--- src/rtl/stage2_decode.sv ---
// stage2_decode: ID stage of a 5-stage RV32I pipeline.
// Decodes the instruction from IF, reads the 32x32 register file (with WB write-through
// bypass), detects load-use hazards and registers the ID/EX bundle one cycle later.
//
// Ports
//   clk_i              clock, all state on rising edge
//   rst_ni             asynchronous active-low reset
//   if_ir_i/if_npc_i   instruction and next-pc from IF
//   branch_cond_i      EX/MEM taken branch: flush the instruction in ID
//   wb_we_i/wb_rd_i/wb_data_i   register write port from WB
//   hazard_o           load-use stall request to IF (combinational)
//   hazard_count_o     saturating count of stall cycles
//   id_ex_*_o          registered ID/EX bundle; ctrl = {reg_write, mem_read, mem_write,
//                      branch, jump}
module stage2_decode #(
    parameter int unsigned XLEN    = 32,
    parameter int unsigned NREGS   = 32,
    parameter int unsigned STALL_W = 16
) (
    input  logic               clk_i,
    input  logic               rst_ni,
    input  logic [31:0]        if_ir_i,
    input  logic [XLEN-1:0]    if_npc_i,
    input  logic               branch_cond_i,
    input  logic               wb_we_i,
    input  logic [4:0]         wb_rd_i,
    input  logic [XLEN-1:0]    wb_data_i,
    output logic               hazard_o,
    output logic [STALL_W-1:0] hazard_count_o,
    output logic               id_ex_valid_o,
    output logic [XLEN-1:0]    id_ex_npc_o,
    output logic [XLEN-1:0]    id_ex_a_o,
    output logic [XLEN-1:0]    id_ex_b_o,
    output logic [XLEN-1:0]    id_ex_imm_o,
    output logic [4:0]         id_ex_rd_o,
    output logic [6:0]         id_ex_opcode_o,
    output logic [2:0]         id_ex_funct3_o,
    output logic               id_ex_funct7b5_o,
    output logic [4:0]         id_ex_ctrl_o,
    output logic               id_ex_illegal_o
);

    localparam logic [6:0] OpReg    = 7'b0110011;
    localparam logic [6:0] OpImm    = 7'b0010011;
    localparam logic [6:0] OpLoad   = 7'b0000011;
    localparam logic [6:0] OpStore  = 7'b0100011;
    localparam logic [6:0] OpBranch = 7'b1100011;
    localparam logic [6:0] OpJal    = 7'b1101111;
    localparam logic [6:0] OpJalr   = 7'b1100111;
    localparam logic [6:0] OpLui    = 7'b0110111;
    localparam logic [6:0] OpAuipc  = 7'b0010111;

    localparam int unsigned CtrlMemRead = 3;

    logic [6:0] opcode;
    logic [4:0] rs1, rs2, rd_f;
    logic [XLEN-1:0] imm_i, imm_s, imm_b, imm_u, imm_j;

    assign opcode = if_ir_i[6:0];
    assign rd_f   = if_ir_i[11:7];
    assign rs1    = if_ir_i[19:15];
    assign rs2    = if_ir_i[24:20];

    assign imm_i = {{(XLEN-12){if_ir_i[31]}}, if_ir_i[31:20]};
    assign imm_s = {{(XLEN-12){if_ir_i[31]}}, if_ir_i[31:25], if_ir_i[11:7]};
    assign imm_b = {{(XLEN-12){if_ir_i[31]}}, if_ir_i[7], if_ir_i[30:25], if_ir_i[11:8], 1'b0};
    assign imm_u = {{(XLEN-32){if_ir_i[31]}}, if_ir_i[31:12], 12'b0};
    assign imm_j = {{(XLEN-20){if_ir_i[31]}}, if_ir_i[19:12], if_ir_i[20], if_ir_i[30:21],
                    1'b0};

    // Decode
    logic [4:0]      dec_ctrl;
    logic [4:0]      dec_rd;
    logic [XLEN-1:0] dec_imm;
    logic            dec_illegal;
    logic            uses_rs1, uses_rs2;

    always_comb begin
        dec_ctrl    = 5'b00000;
        dec_rd      = rd_f;
        dec_imm     = '0;
        dec_illegal = 1'b0;
        uses_rs1    = 1'b1;
        uses_rs2    = 1'b0;
        case (opcode)
            OpReg:    begin dec_ctrl = 5'b10000; uses_rs2 = 1'b1; end
            OpImm:    begin dec_ctrl = 5'b10000; dec_imm = imm_i; end
            OpLoad:   begin dec_ctrl = 5'b11000; dec_imm = imm_i; end
            OpStore:  begin dec_ctrl = 5'b00100; dec_imm = imm_s; dec_rd = '0; uses_rs2 = 1'b1; end
            OpBranch: begin dec_ctrl = 5'b00010; dec_imm = imm_b; dec_rd = '0; uses_rs2 = 1'b1; end
            OpJal:    begin dec_ctrl = 5'b10001; dec_imm = imm_j; uses_rs1 = 1'b0; end
            OpJalr:   begin dec_ctrl = 5'b10001; dec_imm = imm_i; end
            OpLui:    begin dec_ctrl = 5'b10000; dec_imm = imm_u; uses_rs1 = 1'b0; end
            OpAuipc:  begin dec_ctrl = 5'b10000; dec_imm = imm_u; uses_rs1 = 1'b0; end
            default:  begin dec_illegal = 1'b1; dec_rd = '0; end
        endcase
    end

    // Register file with write-through bypass from WB
    logic [XLEN-1:0] rf_q [NREGS];
    logic [XLEN-1:0] rs1_val, rs2_val;

    always_comb begin
        rs1_val = '0;
        rs2_val = '0;
        if (rs1 != 5'd0) rs1_val = (wb_we_i && wb_rd_i == rs1) ? wb_data_i : rf_q[rs1];
        if (rs2 != 5'd0) rs2_val = (wb_we_i && wb_rd_i == rs2) ? wb_data_i : rf_q[rs2];
    end

    always_ff @(posedge clk_i or negedge rst_ni) begin
        if (!rst_ni) begin
            for (int i = 0; i < NREGS; i++) rf_q[i] <= '0;
        end else if (wb_we_i && wb_rd_i != 5'd0) begin
            rf_q[wb_rd_i] <= wb_data_i;
        end
    end

    // ID/EX bundle state
    logic               id_ex_valid_q, id_ex_valid_d;
    logic [XLEN-1:0]    id_ex_npc_q, id_ex_npc_d;
    logic [XLEN-1:0]    id_ex_a_q, id_ex_a_d;
    logic [XLEN-1:0]    id_ex_b_q, id_ex_b_d;
    logic [XLEN-1:0]    id_ex_imm_q, id_ex_imm_d;
    logic [4:0]         id_ex_rd_q, id_ex_rd_d;
    logic [6:0]         id_ex_opcode_q, id_ex_opcode_d;
    logic [2:0]         id_ex_funct3_q, id_ex_funct3_d;
    logic               id_ex_funct7b5_q, id_ex_funct7b5_d;
    logic [4:0]         id_ex_ctrl_q, id_ex_ctrl_d;
    logic               id_ex_illegal_q, id_ex_illegal_d;
    logic [STALL_W-1:0] hazard_count_q, hazard_count_d;
    logic               bubble;

    // A load in EX whose rd feeds this instruction; a flush overrides the stall.
    assign hazard_o = id_ex_valid_q & id_ex_ctrl_q[CtrlMemRead] & (id_ex_rd_q != 5'd0) &
                      ~branch_cond_i &
                      ((uses_rs1 & (id_ex_rd_q == rs1)) | (uses_rs2 & (id_ex_rd_q == rs2)));

    assign bubble = branch_cond_i | hazard_o | (if_ir_i == 32'h0);

    always_comb begin
        id_ex_valid_d    = 1'b0;
        id_ex_npc_d      = '0;
        id_ex_a_d        = '0;
        id_ex_b_d        = '0;
        id_ex_imm_d      = '0;
        id_ex_rd_d       = '0;
        id_ex_opcode_d   = '0;
        id_ex_funct3_d   = '0;
        id_ex_funct7b5_d = 1'b0;
        id_ex_ctrl_d     = '0;
        id_ex_illegal_d  = 1'b0;
        if (!bubble) begin
            id_ex_valid_d    = 1'b1;
            id_ex_npc_d      = if_npc_i;
            id_ex_a_d        = rs1_val;
            id_ex_b_d        = rs2_val;
            id_ex_imm_d      = dec_imm;
            id_ex_rd_d       = dec_rd;
            id_ex_opcode_d   = opcode;
            id_ex_funct3_d   = if_ir_i[14:12];
            id_ex_funct7b5_d = if_ir_i[30];
            id_ex_ctrl_d     = dec_ctrl;
            id_ex_illegal_d  = dec_illegal;
        end
        hazard_count_d = hazard_count_q;
        if (hazard_o && hazard_count_q != '1) hazard_count_d = hazard_count_q + STALL_W'(1);
    end

    always_ff @(posedge clk_i or negedge rst_ni) begin
        if (!rst_ni) begin
            id_ex_valid_q    <= 1'b0;
            id_ex_npc_q      <= '0;
            id_ex_a_q        <= '0;
            id_ex_b_q        <= '0;
            id_ex_imm_q      <= '0;
            id_ex_rd_q       <= '0;
            id_ex_opcode_q   <= '0;
            id_ex_funct3_q   <= '0;
            id_ex_funct7b5_q <= 1'b0;
            id_ex_ctrl_q     <= '0;
            id_ex_illegal_q  <= 1'b0;
            hazard_count_q   <= '0;
        end else begin
            id_ex_valid_q    <= id_ex_valid_d;
            id_ex_npc_q      <= id_ex_npc_d;
            id_ex_a_q        <= id_ex_a_d;
            id_ex_b_q        <= id_ex_b_d;
            id_ex_imm_q      <= id_ex_imm_d;
            id_ex_rd_q       <= id_ex_rd_d;
            id_ex_opcode_q   <= id_ex_opcode_d;
            id_ex_funct3_q   <= id_ex_funct3_d;
            id_ex_funct7b5_q <= id_ex_funct7b5_d;
            id_ex_ctrl_q     <= id_ex_ctrl_d;
            id_ex_illegal_q  <= id_ex_illegal_d;
            hazard_count_q   <= hazard_count_d;
        end
    end

    assign hazard_count_o   = hazard_count_q;
    assign id_ex_valid_o    = id_ex_valid_q;
    assign id_ex_npc_o      = id_ex_npc_q;
    assign id_ex_a_o        = id_ex_a_q;
    assign id_ex_b_o        = id_ex_b_q;
    assign id_ex_imm_o      = id_ex_imm_q;
    assign id_ex_rd_o       = id_ex_rd_q;
    assign id_ex_opcode_o   = id_ex_opcode_q;
    assign id_ex_funct3_o   = id_ex_funct3_q;
    assign id_ex_funct7b5_o = id_ex_funct7b5_q;
    assign id_ex_ctrl_o     = id_ex_ctrl_q;
    assign id_ex_illegal_o  = id_ex_illegal_q;

endmodule

--- config.mk ---
export PLATFORM = sky130hd
export DESIGN_NAME = stage2_decode
export DESIGN_NICKNAME = d
export VERILOG_FILES = /design/src/rtl/stage2_decode.sv
export SDC_FILE = /design/constraint.sdc
export NUM_CORES = 2
export LEC_CHECK = 0
export CAP_MARGIN = 20
export CORE_MARGIN = 3
export CORE_UTILIZATION = 40
export DETAILED_ROUTE_END_ITERATION = 16
export SLEW_MARGIN = 20
export SYNTH_ARGS = -nofsm -noshare
export SYNTH_HDL_FRONTEND = slang
export SYNTH_SLANG_ARGS = --single-unit
--- constraint.sdc ---
create_clock -name clk_i -period 4.08 [get_ports clk_i]
set_input_delay 0.408 -clock clk_i [delete_from_list [all_inputs] [get_ports clk_i]]
set_output_delay 0.408 -clock clk_i [all_outputs]
set_load 0.01 [all_outputs]
# Word-level counts from Yosys, hierarchy flattened
# Cells that the tools add are included.
# Widths: inputs -> output; s select.
# op_classes
addsub	1
order_cmp	4
eq_ne	14
n_mux	30
bitwise_logic	13
reduce_logical	18
# ops
cell	n
$bwmux 1024	1
$mux 32	13
$bmux 32 s5	2
$demux 32 s5	1
$pmux 32 s5	1
$logic_not 32->1	1
$pmux 5 s5	1
$eq 7x6->1 const B	3
$eq 7x7->1 const B	3
$eq 5x5->1	4
$reduce_bool 5->1	4
$ge 6x6->1 const B	3
$not 5->6	3
$add 16x1->16 const B	1
$ne 16x16->1 const B	1
$mux 5	3
$eq 7x5->1 const B	2
$reduce_or 3->1	3
$reduce_or 9->1	1
$eq 7x2->1 const B	1
$mux 7	1
$reduce_or 7->1	1
$and 1x1->1	6
$lt 6x1->1 const B	1
7 further kinds	19
# word_totals
ff_bits	1191
input_bits	105
output_inout_bits	168
wordCells	124

# Depth between registers and ports, before layout
# depth
word_depth	9
ltp_mapped	12

# Worst setup path before layout
# No wires, ideal clock.
# synth_timing
path_type	in2reg
from	input port if_ir_i[15]
to	register id_ex_a_q[10], in the netlist id_ex_a_o[10]
setup_ns	0.122
arrival_ns	2.156
t_required_ns	3.958
slack_ns	1.802
cell_stages	6
n_path_buf	2
cell_sequence	buf_2 > buf_1 > mux4_2 > mux2i_1 > a22oi_1 > a32o_1
# synth_via
elab_chain_cells	7
elab_cells_between_ends	17
cone_classes	eq/ne (2); mux (6); bitwise (6); reduce/logical (3)
# synth_rtl
element	line_no	rtl
start: declaration	22	input logic [31:0] if_ir_i,
$not 5->6 (implied by the code) or $eq 5x5->1 (tied branches)	106, 136	
$bmux 32 s5 or $and 1x1->1 (tied branches)	106, 136	
$mux 32 (implied by the code) or $or 1x1->1 (tied branches)	106, 136	
$mux 32 (implied by the code) or $and 1x1->1 (tied branches)	106, 135	
$mux 32 or $or 1x1->1 (tied branches) (2 in a row)	106, 138	
$mux 32 (*)	152	if (!bubble) begin
via id_ex_a_d[10]	121	logic [XLEN-1:0] id_ex_a_q, id_ex_a_d;
end signal: assignment	186	id_ex_a_q <= id_ex_a_d;
end: declaration	121	
# Mark *: on every way through the listed nets, which the timed path passes. The rest lies on a longest branch. The select of a mux whose other input is x is not followed.
# A chain may end at the register's enable or synchronous reset.

# Worst setup path in the final report
# layout_timing
from	input port if_ir_i[6]
to	output port hazard_o
# layout_via
elab_chain_cells	6
elab_cells_between_ends	14
cone_classes	eq/ne (6); mux (2); bitwise (4); reduce/logical (2)
# layout_rtl
element	line_no	rtl
$eq 7x5->1, or another cell as far along	85	case (opcode)
$reduce_or 3->1 (no line)	-	
$mux 1	85	
$and 1x1->1	136	((uses_rs1 & (id_ex_rd_q == rs1)) | (uses_rs2 & (id_ex_rd_q == rs2)));
$or 1x1->1 (*)	136	
$and 1x1->1 (*)	135	~branch_cond_i &
end: declaration	28	output logic hazard_o,
# Mark *: on every way between the ends. The rest lies on a longest branch, timed or not.

==> flow_summary.json <==
{
  "grt-ovfl-total": 0,
  "io_buffers": 272,
  "rows": 142,
  "cts_sinks": 1191,
  "clock_path_buffers": 3,
  "start_kind": "input pin",
  "pin_count": 273,
  "fin_tns_setup_ps": 0,
  "max_freq_mhz": 304.2,
  "grt_max_degree": 121,
  "power_density_nw_per_um2": 483.4,
  "clk_pin_slew_worst_paths_ps": 60,
  "coreArea_um2": 150100,
  "ys_warn_count": 0,
  "drv_slew": 0,
  "viasPerCell": 6.171,
  "die_x_um": 395.2,
  "htreeDepth": 4,
  "cts_buffers": 135,
  "synth-seq-area-share": 0.4919,
  "wl_mm": 191.7,
  "syn-num-nets": 4300,
  "firstDrtPassIters": 5,
  "placed_area_um2": 65880,
  "syn_area_per_cell_um2": 14.45,
  "min_period_ps": 3288,
  "cts_tree": "yes",
  "max_slew_margin": 0.2684,
  "place.gp.congestion": 0.8180,
  "fp.dieH_um": 395.2,
  "cts-resized-gates": 0,
  "ys_ff_latch": 1191,
  "drv_cap": 0,
  "root_buffer": "clkbuf_16",
  "hold_viol": 0,
  "fin_util": 0.4681,
  "finalCritPeriodShare": 0.8058,
  "fin_skew_ps": 24.13,
  "grt_pass1_wl_mm": 282.7,
  "crit_fanout": 14,
  "clk_latency_ps": 790,
  "reg2reg_to": "id_ex_a_o[14]$_DFF_PN0_",
  "vias": 39500,
  "dp_hpwl_mm": 111.8,
  "antenna_found_initial": 10,
  "syn-cell-area_um2": 60590,
  "synth_cells": 4194,
  "initial_core_util": 0.4036,
  "yosys-top-cells-count": "dfrtp_1, mux2_2, mux4_2",
  "die_area_um2": 156200,
  "whs_path_depth": 3,
  "endpoint_kind": "primary output",
  "drive_gt1_frac": 0.4149,
  "reg2reg_depth": 8,
  "wl_per_cell_um": 29.95,
  "required_ps": 3670,
  "status": "finished, final reports clean",
  "yosysMostFrequentCell": "dfrtp_1",
  "grt_usage": 0.2438,
  "async_flop_share": 1.000,
  "rr_startpoint": "id_ex_rd_o[1]$_DFF_PN0_",
  "drt_iter0_drc": 3378,
  "critPathArrivalTime_ps": 2880,
  "fin_area_um2": 70270,
  "worstHoldPathType": "in -> reg",
  "route.detailed.drc": 0,
  "synthTopCellsByArea": "dfrtp_1, mux2_2, mux4_2",
  "rsz0062_at_grt": "false",
  "hp-start": "if_ir_i[15]",
  "regToRegSetupSlack_ps": 1360,
  "ys_types": 52,
  "yosysTopAreaCellShare": 0.4919,
  "synth_edf_count": 0,
  "finalSetupViolations": 0,
  "nNetsFinal": 4381,
  "grt_pass1_vias": 40270,
  "max_slew.worst_pin.slew_ps": 1094,
  "synth_flop_cell": "dfrtp_1",
  "area_delta_synth_final_pct": 15.98,
  "ant_nets": 0,
  "crit_type": "in -> out",
  "ir_drop_uv": 469.0,
  "setup.worst_path.start": "if_ir_i[6]",
  "leakage_uw": 0.03050,
  "hold_end": "id_ex_imm_o[15]$_DFF_PN0_",
  "yosysTopAreaCell": "dfrtp_1"
}
## flip-flops by register name, indices dropped and copies added, names as in the netlist
name	flops
rf_q	1024
id_ex_a_o	32
id_ex_b_o	32
id_ex_imm_o	32
id_ex_npc_o	32
hazard_count_o	16
id_ex_opcode_o	7
id_ex_ctrl_o	5
id_ex_rd_o	5
id_ex_funct3_o	3
id_ex_funct7b5_o	1
id_ex_illegal_o	1
id_ex_valid_o	1
## cell type report
type,count,area [µm²]
diodes,3,7.507
well taps,2016,2522
clock buffers,208,4089
multi-input cells,2536,29170
repair buffers,405,4253
fillers,13110,79860
clock inverters,36,397.9
inverters,6,26.28
flip-flops and latches,1191,29800
## worst max-delay path, stage by stage
cell and delay (ps):
clkdlybuf4s50_1 710, nor3b_2 90, and3_1 370, nor4_2 460, o21ai_4 100, inv_4 160, clkdlybuf4s50_1 580
## placed cells by master (no fill, tap or decap), drive strengths merged, types with 70 or more instances in the layout
cell | Yosys | layout
mux4 | 393 | 393
buf | 157 | 166
dfrtp | 1191 | 1191
mux2i | 369 | 369
a221oi | 150 | 150
a22oi | 99 | 99
clkbuf | 304 | 209
clkdlybuf4s50 | 0 | 236
nor2 | 70 | 70
mux2 | 994 | 994
## power breakdown
part | switching (µW) | internal (µW)
clock network | 5090 | 7290
registers | 1440 | 13800
logic | 2600 | 3700
## worst max path at each step
| stage | end | cells past startpoint |
|---|---|---|
| floorplan | id_ex_a_o[10]$_DFF_PN0_ | 6 |
| global placement | id_ex_a_o[12]$_DFF_PN0_ | 9 |
| detailed placement | id_ex_a_o[11]$_DFF_PN0_ | 9 |
| CTS | hazard_o | 7 |
| global route | hazard_o | 7 |
| finish | hazard_o | 7 |
## cell families after synthesis
kind of cell,synth area share
buffers and inverters,0.03155
flip-flops,0.4919
multiplexers,0.3918
adder cells (fa/ha/maj),0.0002065
AO/OA/AOI/OAI,0.05369
XOR/XNOR,0.004915
AND/OR/NAND/NOR,0.02596
## per-layer routing
metal | up-vias | global-route usage | wire (µm)
li1 | 16300 | - | -
met1 | 21530 | 0.3393 | 83370
met2 | 1389 | 0.3882 | 90530
met3 | 277 | 0.05212 | 13140
met4 | 8 | 0.06454 | 4629
met5 | - | 0 | 54
## through the flow
stage	worst slack [ps]	total power (µW)	hold slack (ps)	std cells
4_1_cts	789.4	34230	109.1	6398
2_1_floorplan	1802	19600	112.4	4194
6_report	792.2	33970	130.9	6401
3_5_place_dp	554.8	21770	384.7	6152
5_1_grt	658.2	35410	142.4	6398
3_3_place_gp	625.6	21580	378.2	6152
## timing repair
item	4_1_cts	5_1_grt
hold buffers	2	0
endpoints found under the hold margin	69	0
buffers inserted	0	0
(Power assumes the default switching activity.)
